**src/rtl/depth_writer_pkg.sv**
```systemverilog
// Shared types and constants for the depth-tested frame-buffer writer.
//   pixel_t      : {red, green, blue, depth} as stored in the frame buffer
//   pixel_info_t : {x, y, pixel} as delivered by a rasterizer
//   fb_addr_t    : {buffer bit, pixel index} for the default screen size
package depth_writer_pkg;

  localparam int unsigned SCREEN_W = 640;
  localparam int unsigned SCREEN_H = 480;
  localparam int unsigned COLOR_W  = 4;
  localparam int unsigned DEPTH_W  = 8;
  localparam int unsigned X_W      = 10;
  localparam int unsigned Y_W      = 9;
  localparam int unsigned ADDR_W   = $clog2(SCREEN_W * SCREEN_H);

  typedef logic [ADDR_W:0] fb_addr_t;

  localparam logic [DEPTH_W-1:0] CLEAR_DEPTH = '1;

  typedef struct packed {
    logic [COLOR_W-1:0] red;
    logic [COLOR_W-1:0] green;
    logic [COLOR_W-1:0] blue;
    logic [DEPTH_W-1:0] depth;
  } pixel_t;

  typedef struct packed {
    logic [X_W-1:0] x;
    logic [Y_W-1:0] y;
    pixel_t         pixel;
  } pixel_info_t;

  typedef enum logic [2:0] {
    ST_IDLE,
    ST_READ,
    ST_CMP,
    ST_ACK,
    ST_CLEAR
  } state_t;

endpackage

```
**src/rtl/depth_writer_rr.sv**
```systemverilog
// Combinational round-robin arbiter: grants the first requester at or after ptr.
//   req       : request vector
//   ptr       : highest-priority index this cycle
//   grant     : one-hot grant
//   grant_idx : index of the granted requester
//   valid     : some requester was granted
module rr_arbiter #(
  parameter  int unsigned N     = 4,
  localparam int unsigned IDX_W = (N > 1) ? $clog2(N) : 1
) (
  input  logic [N-1:0]     req,
  input  logic [IDX_W-1:0] ptr,
  output logic [N-1:0]     grant,
  output logic [IDX_W-1:0] grant_idx,
  output logic             valid
);

  // Walk the ring starting at ptr; first hit wins.
  always_comb begin
    int unsigned idx;
    grant     = '0;
    grant_idx = '0;
    valid     = 1'b0;
    idx       = 0;
    for (int unsigned k = 0; k < N; k++) begin
      idx = (32'(ptr) + k) % N;
      if (!valid && req[IDX_W'(idx)]) begin
        valid                = 1'b1;
        grant[IDX_W'(idx)]   = 1'b1;
        grant_idx            = IDX_W'(idx);
      end
    end
  end

endmodule

```
**src/rtl/depth_writer.sv**
```systemverilog
// Depth-tested pixel writer for a double-buffered synchronous frame buffer.
//   data_in/data_write/output_written : per-port rasterizer handshake
//   clear_req/switch_buffer           : back-buffer clear and buffer swap requests
//   clear_done, busy, front_buffer    : status
//   fb_addr/fb_re/fb_we/fb_wdata/fb_rdata : frame-buffer RAM port (1-cycle read latency)
module depth_writer #(
  parameter  int unsigned N_PORTS     = 4,
  parameter  int unsigned SCREEN_W    = depth_writer_pkg::SCREEN_W,
  parameter  int unsigned SCREEN_H    = depth_writer_pkg::SCREEN_H,
  parameter  logic [11:0] CLEAR_COLOR = 12'h000,
  localparam int unsigned ADDR_W      = $clog2(SCREEN_W * SCREEN_H)
) (
  input  logic                                      clock,
  input  logic                                      reset,
  input  depth_writer_pkg::pixel_info_t [N_PORTS-1:0] data_in,
  input  logic [N_PORTS-1:0]                        data_write,
  output logic [N_PORTS-1:0]                        output_written,
  input  logic                                      clear_req,
  input  logic                                      switch_buffer,
  output logic                                      clear_done,
  output logic                                      busy,
  output logic                                      front_buffer,
  output logic [ADDR_W:0]                           fb_addr,
  output logic                                      fb_re,
  output logic                                      fb_we,
  output depth_writer_pkg::pixel_t                  fb_wdata,
  input  depth_writer_pkg::pixel_t                  fb_rdata
);
  import depth_writer_pkg::*;

  localparam int unsigned IDX_W = (N_PORTS > 1) ? $clog2(N_PORTS) : 1;
  localparam int unsigned XY_W  = X_W + Y_W;
  localparam logic [ADDR_W-1:0] LAST_ADDR = ADDR_W'(SCREEN_W * SCREEN_H - 1);
  localparam pixel_t CLEAR_PIXEL = {CLEAR_COLOR, CLEAR_DEPTH};

  state_t             state_q, state_d;
  logic [IDX_W-1:0]   rr_ptr, rr_ptr_d;
  logic [N_PORTS-1:0] armed, armed_d;
  logic [XY_W-1:0]    rec_xy [N_PORTS];
  logic [XY_W-1:0]    rec_xy_d [N_PORTS];
  logic               pending_clear, pending_clear_d;
  logic               pending_switch, pending_switch_d;
  pixel_t             lat_pixel, lat_pixel_d;
  logic [N_PORTS-1:0] lat_grant, lat_grant_d;
  logic [ADDR_W-1:0]  clr_addr, clr_addr_d;

  logic [N_PORTS-1:0] output_written_d;
  logic               clear_done_d, busy_d, front_buffer_d;
  logic [ADDR_W:0]    fb_addr_d;
  logic               fb_re_d, fb_we_d;
  pixel_t             fb_wdata_d;

  logic [N_PORTS-1:0] grant_c;
  logic [IDX_W-1:0]   grant_idx_c;
  logic               grant_valid_c;
  pixel_info_t        sel_info_c;
  logic               in_range_c;
  logic [ADDR_W-1:0]  pix_addr_c;

  rr_arbiter #(.N(N_PORTS)) u_arb (
    .req       (data_write & armed),
    .ptr       (rr_ptr),
    .grant     (grant_c),
    .grant_idx (grant_idx_c),
    .valid     (grant_valid_c)
  );

  // Selected request and its back-buffer pixel index.
  assign sel_info_c = data_in[grant_idx_c];
  assign in_range_c = (32'(sel_info_c.x) < SCREEN_W) && (32'(sel_info_c.y) < SCREEN_H);
  assign pix_addr_c = ADDR_W'(ADDR_W'(sel_info_c.y) * ADDR_W'(SCREEN_W)) + ADDR_W'(sel_info_c.x);

  // Next-state and registered-output logic.
  always_comb begin
    state_d          = state_q;
    rr_ptr_d         = rr_ptr;
    armed_d          = armed;
    rec_xy_d         = rec_xy;
    pending_clear_d  = pending_clear;
    pending_switch_d = pending_switch;
    lat_pixel_d      = lat_pixel;
    lat_grant_d      = lat_grant;
    clr_addr_d       = clr_addr;
    front_buffer_d   = front_buffer;
    fb_addr_d        = fb_addr;
    fb_wdata_d       = fb_wdata;
    fb_re_d          = 1'b0;
    fb_we_d          = 1'b0;
    output_written_d = '0;
    clear_done_d     = 1'b0;

    // A port re-arms once its level drops or it presents a new coordinate.
    for (int i = 0; i < N_PORTS; i++) begin
      if (!data_write[i] || ({data_in[i].x, data_in[i].y} != rec_xy[i])) begin
        armed_d[i] = 1'b1;
      end
    end

    case (state_q)
      ST_IDLE: begin
        if (pending_switch) begin
          front_buffer_d   = ~front_buffer;
          pending_switch_d = 1'b0;
        end else if (pending_clear) begin
          state_d    = ST_CLEAR;
          clr_addr_d = '0;
          fb_addr_d  = {~front_buffer, {ADDR_W{1'b0}}};
          fb_wdata_d = CLEAR_PIXEL;
          fb_we_d    = 1'b1;
        end else if (grant_valid_c) begin
          armed_d[grant_idx_c]  = 1'b0;
          rec_xy_d[grant_idx_c] = {sel_info_c.x, sel_info_c.y};
          lat_pixel_d           = sel_info_c.pixel;
          lat_grant_d           = grant_c;
          rr_ptr_d = (grant_idx_c == IDX_W'(N_PORTS - 1)) ? '0 : IDX_W'(grant_idx_c + 1'b1);
          if (in_range_c) begin
            fb_re_d   = 1'b1;
            fb_addr_d = {~front_buffer, pix_addr_c};
            state_d   = ST_READ;
          end else begin
            // Off-screen: skip the RAM, acknowledge next cycle.
            output_written_d = grant_c;
            state_d          = ST_ACK;
          end
        end
      end
      ST_READ: state_d = ST_CMP;
      ST_CMP: begin
        if (lat_pixel.depth < fb_rdata.depth) begin
          fb_we_d    = 1'b1;
          fb_wdata_d = lat_pixel;
        end
        output_written_d = lat_grant;
        state_d          = ST_ACK;
      end
      ST_ACK: state_d = ST_IDLE;
      ST_CLEAR: begin
        if (clr_addr == LAST_ADDR) begin
          clear_done_d    = 1'b1;
          pending_clear_d = 1'b0;
          state_d         = ST_IDLE;
        end else begin
          clr_addr_d = clr_addr + 1'b1;
          fb_addr_d  = {~front_buffer, clr_addr + 1'b1};
          fb_we_d    = 1'b1;
        end
      end
      default: state_d = ST_IDLE;
    endcase

    // New requests override any same-cycle service so none is lost.
    if (clear_req)     pending_clear_d  = 1'b1;
    if (switch_buffer) pending_switch_d = 1'b1;

    busy_d = (state_d != ST_IDLE);
  end

  // State and output registers.
  always_ff @(posedge clock or posedge reset) begin
    if (reset) begin
      state_q        <= ST_IDLE;
      rr_ptr         <= '0;
      armed          <= '1;
      for (int i = 0; i < N_PORTS; i++) rec_xy[i] <= '0;
      pending_clear  <= 1'b0;
      pending_switch <= 1'b0;
      lat_pixel      <= '0;
      lat_grant      <= '0;
      clr_addr       <= '0;
      output_written <= '0;
      clear_done     <= 1'b0;
      busy           <= 1'b0;
      front_buffer   <= 1'b0;
      fb_addr        <= '0;
      fb_re          <= 1'b0;
      fb_we          <= 1'b0;
      fb_wdata       <= '0;
    end else begin
      state_q        <= state_d;
      rr_ptr         <= rr_ptr_d;
      armed          <= armed_d;
      rec_xy         <= rec_xy_d;
      pending_clear  <= pending_clear_d;
      pending_switch <= pending_switch_d;
      lat_pixel      <= lat_pixel_d;
      lat_grant      <= lat_grant_d;
      clr_addr       <= clr_addr_d;
      output_written <= output_written_d;
      clear_done     <= clear_done_d;
      busy           <= busy_d;
      front_buffer   <= front_buffer_d;
      fb_addr        <= fb_addr_d;
      fb_re          <= fb_re_d;
      fb_we          <= fb_we_d;
      fb_wdata       <= fb_wdata_d;
    end
  end

endmodule

```
**config.mk**
```make
export PLATFORM = sky130hd
export DESIGN_NAME = depth_writer
export DESIGN_NICKNAME = d
export VERILOG_FILES = /design/src/rtl/depth_writer_pkg.sv /design/src/rtl/depth_writer_rr.sv /design/src/rtl/depth_writer.sv
export SDC_FILE = /design/constraint.sdc
export NUM_CORES = 1
export LEC_CHECK = 0
export ABC_AREA = 1
export BUFFER_PORTS_ARGS = -buffer_cell sky130_fd_sc_hd__buf_2
export CORE_ASPECT_RATIO = 1.4
export CORE_MARGIN = 1.5
export CORE_UTILIZATION = 32
export CTS_CLUSTER_DIAMETER = 80
export DETAILED_ROUTE_END_ITERATION = 6
export PLACE_DENSITY = 0.63
export SYNTH_ARGS = -nofsm -noshare
export SYNTH_HDL_FRONTEND = slang
export SYNTH_HIERARCHICAL = 1
export SYNTH_SLANG_ARGS = --single-unit
```
**constraint.sdc**
```tcl
create_clock -name clock -period 4.6 [get_ports clock]
set_input_delay 0.23 -clock clock [delete_from_list [all_inputs] [get_ports clock]]
set_output_delay 0.23 -clock clock [all_outputs]
set_load 0.02 [all_outputs]
```
Word-level counts from Yosys, hierarchy flattened
Cells that the tools add are included.
{"block": "op_classes", "reduce_logical": 34, "bitwise_logic": 10, "addsub": 6, "n_shift": 0, "n_eq_ne": 15, "div": 0, "multipliers": 1, "muxes": 86, "magnitude_cmp": 15}
{"operator": "$mux W20", "n": 8}
{"operator": "$pmux W20 S2", "n": 2}
{"operator": "$bmux W39 S2", "n": 1}
{"operator": "$bwmux W76", "n": 1}
{"operator": "$mux W19", "n": 4}
{"operator": "$ne A19 B19 Y1", "n": 4}
{"operator": "$mux W4", "n": 12}
{"operator": "$mux W39", "n": 1}
{"operator": "$demux W19 S2", "n": 1}
{"operator": "$pmux W19 S2", "n": 1}
{"operator": "$mux W1", "n": 33}
{"operator": "$add A19 B1 Y19 const B", "n": 1}
{"operator": "$add A19 B10 Y19", "n": 1}
{"operator": "$eq A19 B19 Y1 const B", "n": 1}
{"operator": "$lt A2 B3 Y1 const B", "n": 5}
{"operator": "$mul A9 B3 Y12 const B", "n": 1}
{"operator": "$mux W2", "n": 6}
{"operator": "$mux W3", "n": 4}
{"operator": "$or A4 B4 Y4", "n": 3}
{"operator": "$pmux W3 S4", "n": 1}
{"operator": "$reduce_and A4 Y1", "n": 3}
{"operator": "$demux W1 S2", "n": 5}
{"operator": "$ge A2 B1 Y1 const B", "n": 5}
{"operator": "$logic_and A1 B1 Y1", "n": 10}
{"operator": "other kinds (27)", "n": 53}
{"block": "totals", "latchBits": 0, "in_bits": 184, "mem_bits_ro": 0, "ram_bits": 0, "word_cells": 193, "regBits": 179, "n_memories": 0}

Depth between registers and ports, before layout
Gate-level depths: netlist (run 1).
{"block": "logic_depth", "depth_word": 23, "ltp_mapped": 30, "ltp_nobuf": 28}

Modules after synthesis
Netlist (run 1), hierarchy kept.
{"module": "depth_writer", "cells_per_inst": 1403, "area_each_um2": 10366.2, "instances": 1}
{"module": "rr_arbiter", "cells_per_inst": 74, "area_each_um2": 440.4, "instances": 1}

Least setup slack after synthesis (run 1)
No wires, ideal clock.
{"block": "synth_path", "kind": "register to register", "startpoint": "register rr_ptr[0]", "endpoint": "register fb_addr[18]", "n_path_buf": 4, "setup_slack_ps": -6, "t_arrival_ps": 4529, "setup_ps": 77, "required_time_ps": 4523, "period_less_slack_ps": 4606, "stages_incl_launch_ff": 28, "path_cell_list": "dfrtp_1 > inv_2 > ha_1 > inv_1 > nand2_1 > nand2_2 > nor2_4 > buf_6 > nand3_1 > nand3_1 > buf_2 > inv_2 > buf_6 > clkbuf_1 > o21ai_0 > o22ai_1 > ha_1 > ha_1 > fa_1 > xor2_1 > nand2_1 > nor2_1 > nand3_1 > nor2_1 > nand3_1 > nand2_1 > nand2_1 > a21oi_1"}
{"element": "start: declaration", "line_no": "depth_writer.sv:37", "text": "logic [IDX_W-1:0] rr_ptr, rr_ptr_d;"}
{"element": "start signal: assignment", "line_no": "depth_writer.sv:180", "text": "rr_ptr <= rr_ptr_d;"}
{"element": "end signal: assignment", "line_no": "depth_writer.sv:192", "text": "fb_addr <= fb_addr_d;"}
{"element": "end: declaration", "line_no": "depth_writer.sv:23", "text": "output logic [ADDR_W:0] fb_addr,"}

==> results.py, run 1 <==
metrics = {
    "power_and_ir_drop": {
        "finalPower_w": 0.00451,
        "power_density_mw_per_mm2": 343,
        "p_leak_nw": 6.68,
        "ir_drop_uv": 196,
    },
    "grt": {
        "grt_usage_pct": 21.8,
        "grt_pass1_vias": 10700,
        "grt-ovfl-total": 0,
        "grt_max_degree": 173,
        "antenna_found_initial": 1,
        "grt_pass1_wl_um": 57200,
    },
    "critical_path": {
        "required_ns": 4.97,
        "critPathMostFrequentCell": "nand2_1",
        "critPathArrivalTime_ns": 4.61,
        "startpoint_type": "register",
        "slowest_delay_ns": 0.42,
        "critPathSlowestCell": "fa_1",
        "cp_max_fo": 8,
        "path_class": "reg2reg",
        "crit_path_cell_trace": "inv_2 > ha_1 > inv_1 > nand2_1 > nand2_2 > nor2_4 > nand4_1 > nand3_2 > clkinvlp_4 > a21oi_1 > o21ai_0 > o21ai_1 > ha_1 > ha_1 > fa_1 > xor2_1 > nand2_1 > nor2_2 > nand3_1 > nor2_1 > nand3_1 > nand2_1 > nand2_1 > a21oi_1",
        "end_kind": "register",
    },
    "floorplanning": {
        "die_area_mm2": 0.0349,
        "die_w_um": 158,
        "core_area_mm2": 0.0332,
        "io_pins": 233,
        "start_util_pct": 32.5,
        "die_y_um": 220,
        "row_count": 79,
    },
    "drt": {
        "drtIter0Drc": 716,
        "postRouteAntennaNets": 0,
        "vias": 10900,
        "wl_per_cell_um": 17.2,
        "wl_um": 37200,
        "post-route-drc-count": 0,
        "routed_via_density": 5.05,
        "drtPass1Iterations": 5,
    },
    "synthesis": {
        "synthCells": 1477,
        "synth-seq-area-share_pct": 41.5,
        "synth_common_cells": "nand2_1, nor2_1, dfrtp_1, o21ai_0, inv_1",
        "synthArstFlopShare_pct": 100,
        "ys.flop_type": "dfrtp_1",
        "syn_area_mm2": 0.0108,
        "yosysMostFrequentCell": "nand2_1",
        "synth_cell_type_count": 55,
        "synth_edf_count": 0,
        "synth.net_count": 1697,
        "ys_ff_latch": 179,
        "synth_top_area_share_pct": 40.5,
        "yosysTopAreaCell": "dfrtp_1",
        "yosys_warnings": 6,
        "ys_top_cells_by_area": "dfrtp_1, nand2_1, o21ai_0, nor2_1, inv_1",
        "synth_area_per_cell_um2": 7.32,
    },
    "final_layout": {
        "drive_gt1_share_pct": 19.9,
        "area_delta_synth_final_pct": 21.9,
        "n_fill_cell": 3538,
        "final_nets": 1917,
    },
    "timing": {
        "drv_slew": 0,
        "fin_crit_sh_pct": 92.1,
        "fin_tns_setup_ns": 0,
        "fin_crit_ns": 4.24,
        "worst_slew_pin_slew_ns": 1.09,
        "fin_worst_skew_ns": 0.0148,
        "fmax_mhz": 236,
        "finalSetupViolCount": 0,
        "final-hold-violation-count": 0,
        "holdWs_ns": 0.113,
        "rsz0062_at_grt": "no",
        "slew_headroom_pct": 27.0,
    },
    "cts": {
        "path_clk_slew_ns": 0.07,
        "clockBufferDepth": 2,
        "cts_buffers": 17,
        "clock_latency_ns": 0.45,
        "cts_tree": "done",
        "htreeDepth": 4,
        "cts_root_buf": "clkbuf_16",
        "cts.sinks": 179,
    },
    "job": {
        "cap_violations": 0,
    },
    "min_path": {
        "hp-class": "in2reg",
    },
    "outcome": {
        "outcome": "complete, no violations",
    },
    "placed_design": {
        "hpwlAfterDp_um": 28700,
        "finalWeightedCongestion": 0.967,
        "portBuffers": 220,
    },
}
## worst paths after layout
| check | from | depth (start not counted) | slack [ns] | endpoint |
|---|---|---|---|---|
| setup reg to reg | rr_ptr[1] | 24 | 0.36 | fb_addr[18] |
| min in group asynchronous | reset | 3 | 0.25 | lat_pixel[2] |
| max in group asynchronous | reset | 4 | 3.09 | rec_xy[45] |
| setup / recovery | rr_ptr[1] | 24 | 0.36 | fb_addr[18] |
| hold / removal | data_in[44] | 3 | 0.11 | lat_pixel[5] |
| hold reg to reg | fb_wdata[1] | 2 | 0.47 | fb_wdata[1] |
## layout by cell type, fill, tap and decap left out, types with 5 or more instances in the layout
cell type,Yosys,layout
o2111ai_1,7,7
buf_4,4,36
a21oi_1,46,44
buf_2,27,220
dfrtp_1,175,175
ha_1,34,34
nand2_2,10,10
o21ai_0,167,166
nand3_1,79,77
o22ai_1,17,15
o21ai_1,10,11
nor3_1,12,12
xor2_1,19,19
nand4_1,22,22
a21boi_0,5,5
inv_2,5,6
nand2_1,379,379
inv_1,136,132
o21bai_1,5,5
nor4_1,8,8
xnor2_1,13,13
or2_2,5,5
nor2_1,201,198
clkbuf_16,0,17
a31oi_1,21,21
## repair_timing
action                                  4_1_cts  5_1_grt
endpoints found under the hold margin         9        0
buffers inserted                              0        4
endpoints found under the setup margin        0        7
hold buffers                                  3        0
gates resized for setup                       0       13
## sequential cells by signal (all words and copies together), names as in the netlist, 2 cells and up
name and cells:
rec_xy 76, fb_addr 20, fb_wdata 20, lat_pixel 20, clr_addr 19, armed 4, lat_grant 4, output_written 4
state_q 3, rr_ptr 2
## power breakdown
group	internal [W]	switching [W]	leakage, nW
registers	0.00169	0.0000944	2.25
logic	0.000386	0.000773	4.13
clock network	0.000881	0.000684	0.298
## metrics by stage
stage / worst slack [ns] / cell area [um2] / instances / util, %
after global routing: 0.0440 / 13200 / 2156 / 39.7
final: 0.362 / 13200 / 2156 / 39.7
after detailed placement: 0.161 / 12500 / 2116 / 37.5
after floorplan: 0.127 / 10800 / 1477 / -
after CTS: 0.104 / 13100 / 2151 / 39.5
after global placement: 0.266 / 12500 / 2116 / 37.5
## logic make-up after synthesis
group                    count (synthesis)  share of synthesized area, %
AO/OA/AOI/OAI                          300                          15.6
XOR/XNOR                                32                          2.59
adder cells (fa/ha/maj)                 36                          4.31
buffers and inverters                  202                          7.83
flip-flops                             179                          41.5
multiplexers                             3                         0.313
AND/OR/NAND/NOR                        725                          27.9
## area by class of cell
type / instances / area, um2 / share of cell area, %
multi-input cells: 1096 / 5530 / 42.0
diodes: 1 / 2.50 / 0.0190
flip-flops and latches: 179 / 4480 / 34.0
inverters: 142 / 543 / 4.12
clock inverters: 13 / 173 / 1.31
well taps: 445 / 557 / 4.23
clock buffers: 19 / 443 / 3.36
repair buffers: 261 / 1440 / 10.9
## worst max-delay path, delay by kind of cell (launching register included)
family	cells	cell delay (ns)
XOR/XNOR	1	0.23
AO/OA/AOI/OAI	4	0.49
flip-flops	1	0.36
AND/OR/NAND/NOR	12	1.38
adder cells (fa/ha/maj)	4	1.33
buffers and inverters	3	0.37
## layer usage
layer	GRT usage [%]	up-vias	part of all wire, %
met3	3.04	114	6.0
met1	24.3	5036	39
li1	-	5297	-
met4	15.3	0	7.0
met2	37.9	438	48
met5	0	-	0
(Power assumes the default switching activity.)
==> run 2: changes to the inputs <==
--- a/config.mk
+++ b/config.mk
@@ -7,11 +7,11 @@
 export LEC_CHECK = 0
 export ABC_AREA = 1
 export BUFFER_PORTS_ARGS = -buffer_cell sky130_fd_sc_hd__buf_2
-export CORE_ASPECT_RATIO = 1.4
 export CORE_MARGIN = 1.5
 export CORE_UTILIZATION = 32
 export CTS_CLUSTER_DIAMETER = 80
 export DETAILED_ROUTE_END_ITERATION = 6
+export HOLD_SLACK_MARGIN = 0.1
 export PLACE_DENSITY = 0.63
 export SYNTH_ARGS = -nofsm -noshare
 export SYNTH_HDL_FRONTEND = slang
==> results.py, run 2 (synthesis results as in run 1) <==
metrics = {
    "grt": {
        "grt_usage_pct": 21.3,
        "grt_pass1_vias": 10400,
        "grt-ovfl-total": 0,
        "grt_max_degree": 180,
        "antenna_found_initial": 0,
        "grt_pass1_wl_um": 57600,
    },
    "timing": {
        "slew_headroom_pct": 29.8,
        "final-hold-violation-count": 0,
        "fmax_mhz": 234,
        "worst_slew_pin_slew_ns": 1.05,
        "holdWs_ns": 0.0697,
        "fin_crit_sh_pct": 92.8,
        "drv_slew": 0,
        "fin_crit_ns": 4.27,
        "rsz0062_at_grt": "no",
        "fin_tns_setup_ns": 0,
        "fin_worst_skew_ns": 0.0149,
        "finalSetupViolCount": 0,
    },
    "final_layout": {
        "final_cell_mix": "nand2_1, buf_2, nor2_1, dfrtp_1, o21ai_0",
        "largest_reg_flops": 76,
        "antenna_cells": 0,
        "final_common_cell": "nand2_1",
        "top_register": "rec_xy",
        "final_nets": 1922,
        "area_delta_synth_final_pct": 22.0,
        "drive_gt1_share_pct": 20.5,
    },
    "critical_path": {
        "critPathArrivalTime_ns": 4.63,
        "end_kind": "register",
        "r2r_setup_slack_ns": 0.33,
        "path_class": "reg2reg",
        "critPathMostFrequentCell": "nand2_1",
        "startpoint_type": "register",
        "critPathSlowestCell": "dfstp_2",
        "required_ns": 4.96,
        "slowest_delay_ns": 0.53,
        "cp_max_fo": 25,
    },
    "power_and_ir_drop": {
        "p_leak_nw": 6.68,
        "p_seq_share_pct": 40.4,
        "p_comb_share_pct": 26.8,
        "p_switching_w": 0.00160,
        "power.share.switching_pct": 36.2,
        "power.share.clock_pct": 32.8,
        "ir_drop_uv": 262,
        "internal_power_w": 0.00281,
        "power_density_mw_per_mm2": 334,
    },
    "floorplanning": {
        "die_w_um": 187,
        "start_util_pct": 32.4,
        "row_count": 67,
        "die_area_mm2": 0.0349,
        "io_pins": 233,
        "core_area_mm2": 0.0334,
        "die_y_um": 187,
    },
    "drt": {
        "wl_um": 37100,
        "drtIter0Drc": 705,
        "routed_via_density": 5.00,
        "wl_per_cell_um": 17.2,
        "post-route-drc-count": 0,
        "postRouteAntennaNets": 0,
        "vias": 10800,
        "drtPass1Iterations": 6,
    },
    "min_path": {
        "hp-class": "in2async",
    },
    "cts": {
        "cts_root_buf": "clkbuf_16",
        "clockBufferDepth": 2,
        "path_clk_slew_ns": 0.08,
        "cts_buffers": 17,
        "htreeDepth": 4,
        "clock_latency_ns": 0.44,
        "cts_tree": "done",
        "cts.sinks": 179,
    },
    "placed_design": {
        "finalWeightedCongestion": 0.964,
        "hpwlAfterDp_um": 28100,
        "portBuffers": 220,
    },
    "outcome": {
        "outcome": "complete, no violations",
    },
    "job": {
        "cap_violations": 0,
    },
}
-- run 2: cell types whose count changed in the layout (fill, tap and decap cells not counted), sizes merged --
cell         change
clkbuf           -1
dlygate4sd3      -1
buf              +5
diode            -1
bufinv           -3
clkinv           +5
-- run 2: final timing paths --
check | cells past startpoint | startpoint | endpoint
min in group clock | 3 | data_in[135] | lat_pixel[18]
setup reg to reg | 26 | armed[0] | fb_addr[17]
hold reg to reg | 2 | fb_wdata[1] | fb_wdata[1]
hold / removal | 3 | reset | lat_pixel[9]
max in group asynchronous | 3 | reset | rec_xy[46]
setup / recovery | 26 | armed[0] | fb_addr[17]
-- run 2: metrics by stage --
stage / power (W) / setup WS (ns) / instance area, um2 / instances / util (%)
after global placement: 0.00293 / 0.271 / 12400 / 2119 / 37.3
after detailed placement: 0.00295 / 0.0496 / 12400 / 2119 / 37.3
after CTS: 0.00441 / 0.00642 / 13000 / 2153 / 39.1
final: 0.00441 / 0.333 / 13200 / 2163 / 39.5
after global routing: 0.00465 / 0.00480 / 13200 / 2163 / 39.5
after floorplan: 0.00250 / 0.127 / 10800 / 1477 / -
-- run 2: what timing repair did --
item,in CTS,in global routing
buffers inserted,0,9
setup endpoints to repair,0,7
gates resized for setup,0,27
hold buffers,2,0
hold endpoints to repair,2,0
-- run 2: final cells by class --
type | instances | area, um2
timing repair buffer | 265 | 1470
multi-input combinational | 1096 | 5550
sequential | 179 | 4480
timing repair inverter | 1 | 5.00
fill | 3516 | 20200
tap | 448 | 561
clock buffer | 18 | 429
clock inverter | 14 | 143
inverter | 142 | 542
-- run 2: layer usage --
metal	vias up	wire [um]	global-route usage [%]
li1	5292	-	-
met1	5005	16200	27.6
met2	462	17100	34.8
met3	63	2640	4.50
met4	0	1160	7.97
met5	-	0	0
-- run 2: power groups by stage --
stage / Sequential, W / Combinational [W] / Clock, W
6_report: 0.00178 / 0.00118 / 0.00145
3_3_place_gp: 0.00181 / 0.00113 / 0
3_5_place_dp: 0.00181 / 0.00114 / 0
2_1_floorplan: 0.00189 / 0.000606 / 0
5_1_grt: 0.00180 / 0.00130 / 0.00155
4_1_cts: 0.00178 / 0.00114 / 0.00148
-- run 2: worst max-delay path: cells and delay by family, from the launching register on --
kind,cells,cell delay (ns)
compound gates,3,0.58
flops,1,0.53
fa+ha+maj,2,0.66
simple gates,16,1.73
buf+inv,5,0.69
==> run 3: changes to the inputs <==
--- a/config.mk
+++ b/config.mk
@@ -5,8 +5,8 @@
 export SDC_FILE = /design/constraint.sdc
 export NUM_CORES = 1
 export LEC_CHECK = 0
-export ABC_AREA = 1
-export BUFFER_PORTS_ARGS = -buffer_cell sky130_fd_sc_hd__buf_2
+export BUFFER_PORTS_ARGS = -buffer_cell sky130_fd_sc_hd__clkbuf_2
+export CAP_MARGIN = 30
 export CORE_MARGIN = 1.5
 export CORE_UTILIZATION = 32
 export CTS_CLUSTER_DIAMETER = 80
==> results.py, run 3 <==
metrics = {
    "outcome": {
        "outcome": "complete, but fails checks",
        "violations": "setup timing",
    },
    "critical_path": {
        "path_depth": 18,
        "crit_path_cell_trace": "and2_2 > mux4_2 > and2b_2 > o21ai_2 > o31ai_4 > buf_6 > buf_12 > buf_4 > mux4_2 > ha_1 > ha_1 > o21ai_1 > o21ai_0 > or3b_2 > nand2_1 > nor2_2 > xnor2_1 > a221o_1",
        "critPathTopFamily": "simple AND/OR/NAND/NOR gates",
        "required_ns": 4.93,
        "path_class": "reg2reg",
        "end_kind": "register",
        "r2r_cells": 18,
        "critPathArrivalTime_ns": 4.95,
        "slowest_delay_ns": 0.52,
        "cp_max_fo": 6,
        "startpoint_type": "register",
        "critPathBufInv": 3,
        "critPathSlowestCell": "mux4_2",
    },
    "synthesis": {
        "synth_edf_count": 0,
        "synth-seq-area-share_pct": 43.0,
        "synthCells": 926,
        "ys_top_cells_by_area": "dfrtp_1, mux2_2, mux4_2, xnor2_1, nand2_1",
        "yosysTopAreaCell": "dfrtp_1",
        "synth_cell_type_count": 60,
        "ys_ff_latch": 179,
        "synthArstFlopShare_pct": 100,
        "synth_common_cells": "dfrtp_1, nand2_1, mux2_2, xnor2_1, o21ai_0",
        "synth.net_count": 1146,
        "ys.flop_type": "dfrtp_1",
        "synth_area_per_cell_um2": 11.3,
        "syn_area_mm2": 0.0104,
        "yosysMostFrequentCell": "dfrtp_1",
        "yosys_warnings": 6,
        "synth_top_area_share_pct": 42.0,
    },
    "final_layout": {
        "final_cell_mix": "clkbuf_2, dfrtp_1, nand2_1, mux2_2, xnor2_1",
        "final_nets": 1423,
        "top_register": "rec_xy",
        "largest_reg_flops": 76,
        "stdcell_count": 1651,
        "final_common_cell": "clkbuf_2",
        "antenna_cells": 0,
        "fin_area_mm2": 0.0134,
        "area_delta_synth_final_pct": 28.1,
        "drive_gt1_share_pct": 42.3,
        "postLayoutCoreUtil_pct": 42.0,
    },
    "timing": {
        "fin_worst_skew_ns": 0.0167,
        "fmax_mhz": 216,
        "fin_ws_ns": -0.0226,
        "fin_crit_sh_pct": 100,
        "final-hold-violation-count": 0,
        "holdWs_ns": 0.0792,
        "drv_slew": 0,
        "slew_headroom_pct": 33.4,
        "fin_crit_ns": 4.62,
        "rsz0062_at_grt": "yes",
        "worst_slew_pin_slew_ns": 0.999,
        "finalSetupViolCount": 1,
    },
    "cts": {
        "clock_latency_ns": 0.45,
        "cts_root_buf": "clkbuf_16",
        "cts_tree": "done",
        "clockBufferDepth": 2,
        "cts.sinks": 179,
        "htreeDepth": 4,
        "path_clk_slew_ns": 0.08,
        "cts_buffers": 17,
    },
    "placed_design": {
        "hpwlAfterDp_um": 24000,
        "dp_cells": 1598,
        "place_area_mm2": 0.0125,
        "finalWeightedCongestion": 0.854,
        "portBuffers": 220,
    },
    "drt": {
        "routed_via_density": 5.06,
        "wl_um": 32100,
        "post-route-drc-count": 0,
        "vias": 8349,
        "drtPass1Iterations": 7,
        "postRouteAntennaNets": 0,
        "wl_per_cell_um": 19.4,
        "drtIter0Drc": 397,
    },
    "floorplanning": {
        "start_util_pct": 32.8,
        "io_pins": 233,
        "die_area_mm2": 0.0337,
        "row_count": 65,
        "die_w_um": 184,
        "die_y_um": 184,
        "core_area_mm2": 0.0318,
    },
    "power_and_ir_drop": {
        "ir_drop_uv": 247,
        "finalPower_w": 0.00425,
        "p_leak_nw": 6.30,
        "power_density_mw_per_mm2": 318,
    },
    "grt": {
        "grt_usage_pct": 19.3,
        "antenna_found_initial": 0,
        "grt-ovfl-total": 0,
        "grt_max_degree": 180,
        "grt_pass1_wl_um": 48700,
        "grt_pass1_vias": 8554,
    },
    "job": {
        "cap_violations": 0,
    },
    "min_path": {
        "hp-class": "in2async",
    },
}
[run 3: changes by cell type after synthesis, moves of 41 or more]
cell     previous run  this run
mux4_2              0        41
xnor2_1            13        71
nand2_1           379       124
nor2_1            201        32
inv_1             136        30
mux2_2              3        88
nand3_1            79        12
o21ai_0           167        44
[run 3: tightest hold or removal path, cell delays in order]
cell and delay (ns):
clkbuf_2 0.10, clkinvlp_4 0.08, buf_12 0.68
[run 3: worst paths after layout]
kind / from / to / slack (ns)
worst max register to register: armed[0] / fb_addr[17] / -0.02
worst min register to register: lat_pixel[15] / lat_pixel[15] / 0.48
min in group clock: data_in[96] / lat_pixel[18] / 0.21
worst max-delay path: armed[0] / fb_addr[17] / -0.02
max in group asynchronous: reset / fb_addr[11] / 3.82
worst min-delay path: reset / lat_pixel[11] / 0.08
[run 3: metal layers]
metal,global-route usage [%],vias up,share of wire [%]
li1,-,3864,-
met1,24.0,4149,43
met2,32.8,301,48
met3,4.89,35,6.6
met4,6.13,0,2.1
met5,0,-,0
[run 3: logic make-up after synthesis]
family                   after synthesis  synth area share, %
AO/OA/AOI/OAI                        128                 7.92
XOR/XNOR                             106                 8.90
adder cells (fa/ha/maj)               36                 4.46
buffers and inverters                 71                 3.07
flip-flops                           179                 43.0
multiplexers                         144                 20.1
AND/OR/NAND/NOR                      262                 12.5
[run 3: area by class of cell]
| cell class | instances | area [um2] |
|---|---|---|
| inverters | 30 | 119 |
| flip-flops and latches | 179 | 4490 |
| multi-input cells | 676 | 5850 |
| well taps | 435 | 544 |
| clock inverters | 15 | 161 |
| clock buffers | 17 | 425 |
| repair buffers | 299 | 1770 |
| fillers | 3087 | 18400 |
[run 3: timing repair]
action,in CTS,in global routing
hold buffers,2,0
pin swaps,4,14
setup endpoints to repair,5,6
resized for setup,14,18
setup buffers,9,9
gates cloned,1,0
hold endpoints to repair,2,0
[run 3: power by group]
| part | internal (W) | switching [W] |
|---|---|---|
| Clock | 0.000727 | 0.000740 |
| Sequential | 0.00164 | 0.0000629 |
| Combinational | 0.000504 | 0.000575 |
[run 3: stage by stage]
step	setup WS, ns	setup TNS (ns)
after global placement	-0.0295	-0.0295
after CTS	0.00456	0
final	-0.0226	-0.0226
after floorplan	-0.358	-0.881
after detailed placement	-0.124	-0.139
after global routing	-0.141	-0.600
